`src/rtl/conv_encoder_param.sv`:
```
// Rate-1/2 feed-forward convolutional encoder, parametrised constraint length and generators.
// Valid/ready on both sides, one-deep output register, optional zero-tail trellis termination per frame.
`timescale 1ns/1ps
module conv_encoder_param #(
  parameter int          K       = 3,
  parameter logic [K-1:0] G0     = 3'b101,
  parameter logic [K-1:0] G1     = 3'b111,
  parameter bit          TAIL_EN = 1'b1
) (
  input  logic clk,
  input  logic reset,
  input  logic in_valid,
  output logic in_ready,
  input  logic in_bit,
  input  logic in_last,
  output logic out_valid,
  input  logic out_ready,
  output logic out_c0,
  output logic out_c1,
  output logic out_last
);

  localparam int CW = (K > 2) ? $clog2(K) : 1;
  localparam logic [CW-1:0] TAIL_LAST = CW'(K - 2);

  typedef enum logic {S_DATA, S_TAIL} state_t;

  state_t state_reg, state_next;

  // Only the K-1 most recent bits are stored; the oldest tap of the window
  // is hist_reg[K-2], the newest is the bit being shifted in this cycle.
  logic [K-2:0]  hist_reg, hist_next;
  logic [K-1:0]  sr_win;
  logic [CW-1:0] tail_cnt_reg, tail_cnt_next;
  logic          out_valid_reg, out_valid_next;
  logic          c0_reg, c0_next;
  logic          c1_reg, c1_next;
  logic          last_reg, last_next;
  logic          slot_free;
  logic          shift_bit;
  logic          load;

  assign out_valid = out_valid_reg;
  assign out_c0    = c0_reg;
  assign out_c1    = c1_reg;
  assign out_last  = last_reg;

  always_ff @(posedge clk or posedge reset) begin
    if (reset) begin
      state_reg     <= S_DATA;
      hist_reg      <= '0;
      tail_cnt_reg  <= '0;
      out_valid_reg <= 1'b0;
      c0_reg        <= 1'b0;
      c1_reg        <= 1'b0;
      last_reg      <= 1'b0;
    end else begin
      state_reg     <= state_next;
      hist_reg      <= hist_next;
      tail_cnt_reg  <= tail_cnt_next;
      out_valid_reg <= out_valid_next;
      c0_reg        <= c0_next;
      c1_reg        <= c1_next;
      last_reg      <= last_next;
    end
  end

  always_comb begin
    slot_free      = !out_valid_reg || out_ready;
    in_ready       = (state_reg == S_DATA) && slot_free;
    shift_bit      = (state_reg == S_DATA) ? in_bit : 1'b0;
    sr_win         = {hist_reg, shift_bit};
    load           = 1'b0;
    state_next     = state_reg;
    hist_next      = hist_reg;
    tail_cnt_next  = tail_cnt_reg;
    out_valid_next = out_valid_reg && !out_ready;
    c0_next        = c0_reg;
    c1_next        = c1_reg;
    last_next      = last_reg;

    case (state_reg)
      S_DATA: begin
        if (in_valid && in_ready) begin
          load      = 1'b1;
          hist_next = sr_win[K-2:0];
          last_next = 1'b0;
          if (in_last) begin
            if (TAIL_EN) begin
              state_next    = S_TAIL;
              tail_cnt_next = '0;
            end else begin
              // Untailed frame: drop history so the next frame starts from the zero state.
              last_next = 1'b1;
              hist_next = '0;
            end
          end
        end
      end
      S_TAIL: begin
        if (slot_free) begin
          load          = 1'b1;
          hist_next     = sr_win[K-2:0];
          tail_cnt_next = tail_cnt_reg + 1'b1;
          last_next     = 1'b0;
          if (tail_cnt_reg == TAIL_LAST) begin
            last_next     = 1'b1;
            state_next    = S_DATA;
            tail_cnt_next = '0;
          end
        end
      end
      default: state_next = S_DATA;
    endcase

    if (load) begin
      out_valid_next = 1'b1;
      c0_next        = ^(sr_win & G0);
      c1_next        = ^(sr_win & G1);
    end
  end

endmodule

```
`config.mk`:
```
export PLATFORM = sky130hd
export DESIGN_NAME = conv_encoder_param
export DESIGN_NICKNAME = d
export VERILOG_FILES = /design/src/rtl/conv_encoder_param.sv
export SDC_FILE = /design/constraint.sdc
export NUM_CORES = 1
export LEC_CHECK = 0
export ABC_CLOCK_PERIOD_IN_PS = 2250
export CORE_AREA = 2 2 39 41
export DETAILED_ROUTE_END_ITERATION = 16
export DIE_AREA = 0 0 41 43
export GPL_TIMING_DRIVEN = 0
export PLACE_DENSITY_LB_ADDON = 0.12
export SLEW_MARGIN = 20
export SYNTH_ARGS = -nofsm -noshare
export SYNTH_HDL_FRONTEND = slang
export SYNTH_SLANG_ARGS = --single-unit
```
`constraint.sdc`:
```
create_clock -name clk -period 2.25 [get_ports clk]
set_input_delay 0.225 -clock clk [delete_from_list [all_inputs] [get_ports clk]]
set_output_delay 0.225 -clock clk [all_outputs]
set_load 0.05 [all_outputs]
```
# Word level (Yosys, flattened, before mapping)
# Cells that the tools add are included.
dict set report totals {
  regBits 9
  in_bits 6
  word_cells 45
}
dict set report op_classes {
  add_sub_neg 1
  eq_ne 4
  muxes 22
  bitwise 1
  n_reduce_logical 10
}
# cell n
set ops {}
lappend ops {{$mux 2} 6}
lappend ops {{$mux 1} 11}
lappend ops {{$pmux 2 s2} 2}
lappend ops {{$pmux 1 s2} 3}
lappend ops {{$reduce_xor 3->1} 2}
lappend ops {{$ne 2x1->1 const B} 2}
lappend ops {{$logic_and 1x1->1} 3}
lappend ops {{$reduce_and 3->1} 1}
lappend ops {{$add 2x1->2 const B} 1}
lappend ops {{$eq 2x1->1 const B} 1}
lappend ops {{$logic_not 1->1} 2}
lappend ops {{$ne 2x2->1 const B} 1}
lappend ops {{$reduce_and 2->1} 1}
lappend ops {{$logic_or 1x1->1} 1}
lappend ops {{$not 1->1} 1}

# Longest topological paths before layout
dict set report depth {
  depth_word 7
  mapped_depth 4
  depth_no_buf 3
}

# Worst setup path after synthesis
# OpenSTA, ideal clock, no wires.
dict set report synth_path {
  path_kind {register -> register}
  start {register out_valid_reg (netlist: out_valid)}
  end {register out_valid_reg (netlist: out_valid)}
  setup_ns 0.156
  arrival_ns 1.681
  t_required_ns 2.094
  path_slack_ns 0.414
  stages_incl_launch_ff 5
  synth_period_minus_slack_ns 1.836
  cell_sequence {dfrtp_1 -> nor2b_1 -> buf_2 -> nor2_1 -> nand2_1}
}
dict set report synth_between {
  elab_chain_cells 7
  word_cells_on_any_way 9
  classes_between {mux: 4; reduce/logical: 5}
}
# item line
set synth_lines {}
lappend synth_lines {{start, declared} 35} ;# logic out_valid_reg, out_valid_next;
lappend synth_lines {{start signal, assigned} 61} ;# out_valid_reg <= out_valid_next;
lappend synth_lines {{$logic_not 1->1} 69} ;# slot_free = !out_valid_reg || out_ready;
lappend synth_lines {{$logic_or 1x1->1} 69}
lappend synth_lines {{$logic_and 1x1->1} 70} ;# in_ready = (state_reg == S_DATA) && slot_free;
lappend synth_lines {{via in_ready} 13} ;# output logic in_ready,
lappend synth_lines {{$logic_and 1x1->1} 84} ;# if (in_valid && in_ready) begin
lappend synth_lines {{$mux 1} 84}
lappend synth_lines {{$pmux 1 s2} 82} ;# case (state_reg)
lappend synth_lines {{$mux 1} 116} ;# if (load) begin
lappend synth_lines {{via out_valid_next} 35}
# The timed path passes the listed nets, and every way through them passes these cells.
# A chain may end at the register's enable or synchronous reset.

# Final worst setup path
dict set report layout_path {
  start {register out_valid_reg (netlist: out_valid)}
  end {output port in_ready}
}
dict set report layout_between {
  elab_chain_cells 3
}
# item line
set layout_lines {}
lappend layout_lines {{$logic_not 1->1} 69}
lappend layout_lines {{$logic_or 1x1->1} 69}
lappend layout_lines {{$logic_and 1x1->1} 70}
lappend layout_lines {{end, declared} 13}
# No other way between the ends.

==> impl_results.md <==
- Placed cell count: 73
- Max IR drop VDD: 0.000392 V
- PD cells: 1390 nW/um^2
- Starting DRT DRC Count: 1
- Logic pwr share: 51.5%
- Syn nets: 53
- Pre-Repair DR Iteration Count: 2
- CTS clk-pin slew, worst paths: 0.06 ns
- Routed Antenna Nets: 0
- Net Sw Frac: 44.6%
- Synth Instances: 47
- Layout cell share with drive strength beyond 1: 11.5%
- Highest clock rate: 476 MHz
- Sequential share of power: 33.2%
- CTS max path bufs: 2
- Final Util: 43.2%
- Slowest CP cell: clkdlybuf4s50_1
- ANT cells: 0
- Status: complete, no violations
- Worst path cell trace: nor2b_1, buf_2, nor2_1, clkdlybuf4s50_1
- CTS root buf: clkbuf_4
- Via count: 374
- Avg Inst Size Synth: 9.61 um^2
- Worst setup EP type: primary output
- Most common cell after layout, fill and taps aside: clkdlybuf4s50_1
- Max-slew violation count: 0
- GR Overflow Total: 0
- Area added between synthesis and finish: 32.4%
- Post-CTS Setup Bufs: 0
- Setup Skew: 0.00129 ns
- Worst-margin pin slew: 0.490 ns
- Hold WS: 0.223 ns
- FF-to-FF path depth: 4
- Crit path max fanout: 8
- Worst Setup Slack, final: 0.148 ns
- FP Rows: 14
- Port bufs: 10
- Leakage power: 0.265 nW
- First-pass GRT wire length: 1380 um
- Post-synthesis sequential area ratio: 49.9%
- Ranking of synthesized cells by area: dfrtp_1 50%, nand2_1 4.2%, nor2b_1 4.2%
- CTS sink count: 9
- Core ar.: 1380 um^2
- Slowest stage delay, CP: 0.82 ns
- Wire length per cell: 11.5 um
- RSZ-0062 raised after global routing: false
- Setup TNS: 0 ns
- Critical path class: reg -> out
- Final Critical Period: 2.10 ns
- Largest area contributor in the netlist: dfrtp_1
- CTS Buf Count: 3
- CP arrival: 1.88 ns
- WP depth: 4
- Max-Cap Viols: 0
- Startpoint type of the worst setup path: flop
- Tightest Hold Check Type: in -> async
- Fillers: 147
- Initial antenna violation count: 0
- Crit-path leading delay family: buffers and inverters
- Final GP Congestion: 0.673
- Setup Viol. Count Final: 0
- Multi-input gate area: 201 um^2
- Register area: 225 um^2
- Initial core utilization: 32.6%
- Seq cells post-synth: 9
- Vias in the first global route: 318
- WP data required: 2.03 ns
- I/O Pins: 11
- Vias per cell: 4.86
- CP Buf/Inv Count: 2
- CTS resizes: 0
- Total Routed Length: 886 um
- Share of the synthesized area in the top cell type: 49.9%
- Internal: 460 uW
- Period utilization: 93.4%
- Detailed Place HPWL: 670 um
- Hold-fix buffers, CTS: 0
- Sw Pwr: 370 uW
- Netlist cell types: 22
- DR DRC count: 0
- CTS tree: yes
- Clock Power Share: 15.3%
- Most frequent cells in the layout: 10 x clkdlybuf4s50_1, 9 x dfrtp_1, 5 x nand2_1, 4 x inv_1
- Final hold violation count: 0
- Largest net degree at the start of global routing: 11
- All-layer global routing usage: 12.3%
- Skew-Pair Late Insertion Delay: 0.26 ns
- Fin cells: 77
- Mapped cell area: 452 um^2
- Nets: 68
- Total die area: 1760 um^2
- Synthesis Warnings: 0
- Die Ht: 43 um
- Slew HR: 67.2%
- CTS H-Tree Depth: 1
- Pre-CTS setup slack: 0.171 ns
- Die Width: 41 um
## power groups by stage
stage | sequential, mW | combinational (mW) | clock, mW
floorplan | 0.370 | 0.215 | 0
global placement | 0.275 | 0.430 | 0
detailed placement | 0.277 | 0.430 | 0
CTS | 0.274 | 0.431 | 0.132
global route | 0.283 | 0.464 | 0.141
finish | 0.276 | 0.427 | 0.127
## kinds of logic (layout without fill, tap and decap cells)
kind of cell,after synthesis,after routing,share of synthesized area (%)
and+or+nand+nor,14,14,14.7
buffers and inverters,6,20,5.54
AOI/OAI and AO/OA,15,15,23.3
xor gates and xnor gates,1,1,1.94
DFF,9,9,49.9
muxes,2,2,4.71
## cell type report
| type | count | area share, % |
|---|---|---|
| Buffer | 2 | 1.67 |
| Clock buffer | 4 | 4.39 |
| Inverter | 4 | 2.51 |
| Multi-Input combinational cell | 32 | 33.7 |
| Sequential cell | 9 | 37.7 |
| Tap cell | 16 | 3.35 |
| Timing Repair Buffer | 10 | 16.7 |
## worst register-to-register path, delay by kind of cell (launching register included)
kind	cells	cell delay, ns
AND/OR/NAND/NOR	1	0.13
AO/OA/AOI/OAI	2	0.51
buffers and inverters	1	0.16
flip-flops	1	0.38
## routing by layer
layer | track usage [%] | up-vias | routed length, um
li1 | - | 191 | -
met1 | 15.4 | 173 | 434
met2 | 15.9 | 8 | 403
met3 | 6.28 | 2 | 36
met4 | 8.00 | 0 | 12
met5 | 0 | - | 0
## per-stage QoR
| stage | power, mW | area [um^2] |
|---|---|---|
| after global routing | 0.888 | 598 |
| after detailed placement | 0.708 | 572 |
| after floorplan | 0.585 | 452 |
| after global placement | 0.706 | 572 |
| final | 0.830 | 598 |
| after CTS | 0.837 | 598 |
## synthesized netlist by cell type
cell / n
a21oi_1: 1
o31ai_2: 1
mux2i_1: 1
a32o_1: 1
a2111oi_0: 1
a31oi_1: 2
nor3_1: 1
nor2b_1: 3
a21boi_1: 1
buf_2: 2
mux2_2: 1
dfrtp_1: 9
nand2b_1: 2
a2bb2oi_1: 1
inv_1: 4
o21ai_0: 2
xor2_1: 1
a211oi_1: 1
o21ai_1: 3
o31ai_1: 1
nand2_1: 5
nor2_1: 3
## final timing paths
kind	start	end	slack (ns)
worst max-delay path	out_valid$_DFF_PP0_	in_ready	0.15
min in group clk	out_c1$_DFFE_PP0P_	out_c1$_DFFE_PP0P_	0.50
worst min register to register	out_c1$_DFFE_PP0P_	out_c1$_DFFE_PP0P_	0.50
worst min-delay path	reset	tail_cnt_reg[0]$_DFFE_PP0P_	0.22
max in group asynchronous	reset	out_last$_DFFE_PP0P_	1.77
worst max register to register	out_valid$_DFF_PP0_	out_c0$_DFFE_PP0P_	0.94
No activity file was read; power rests on OpenSTA's default activity.
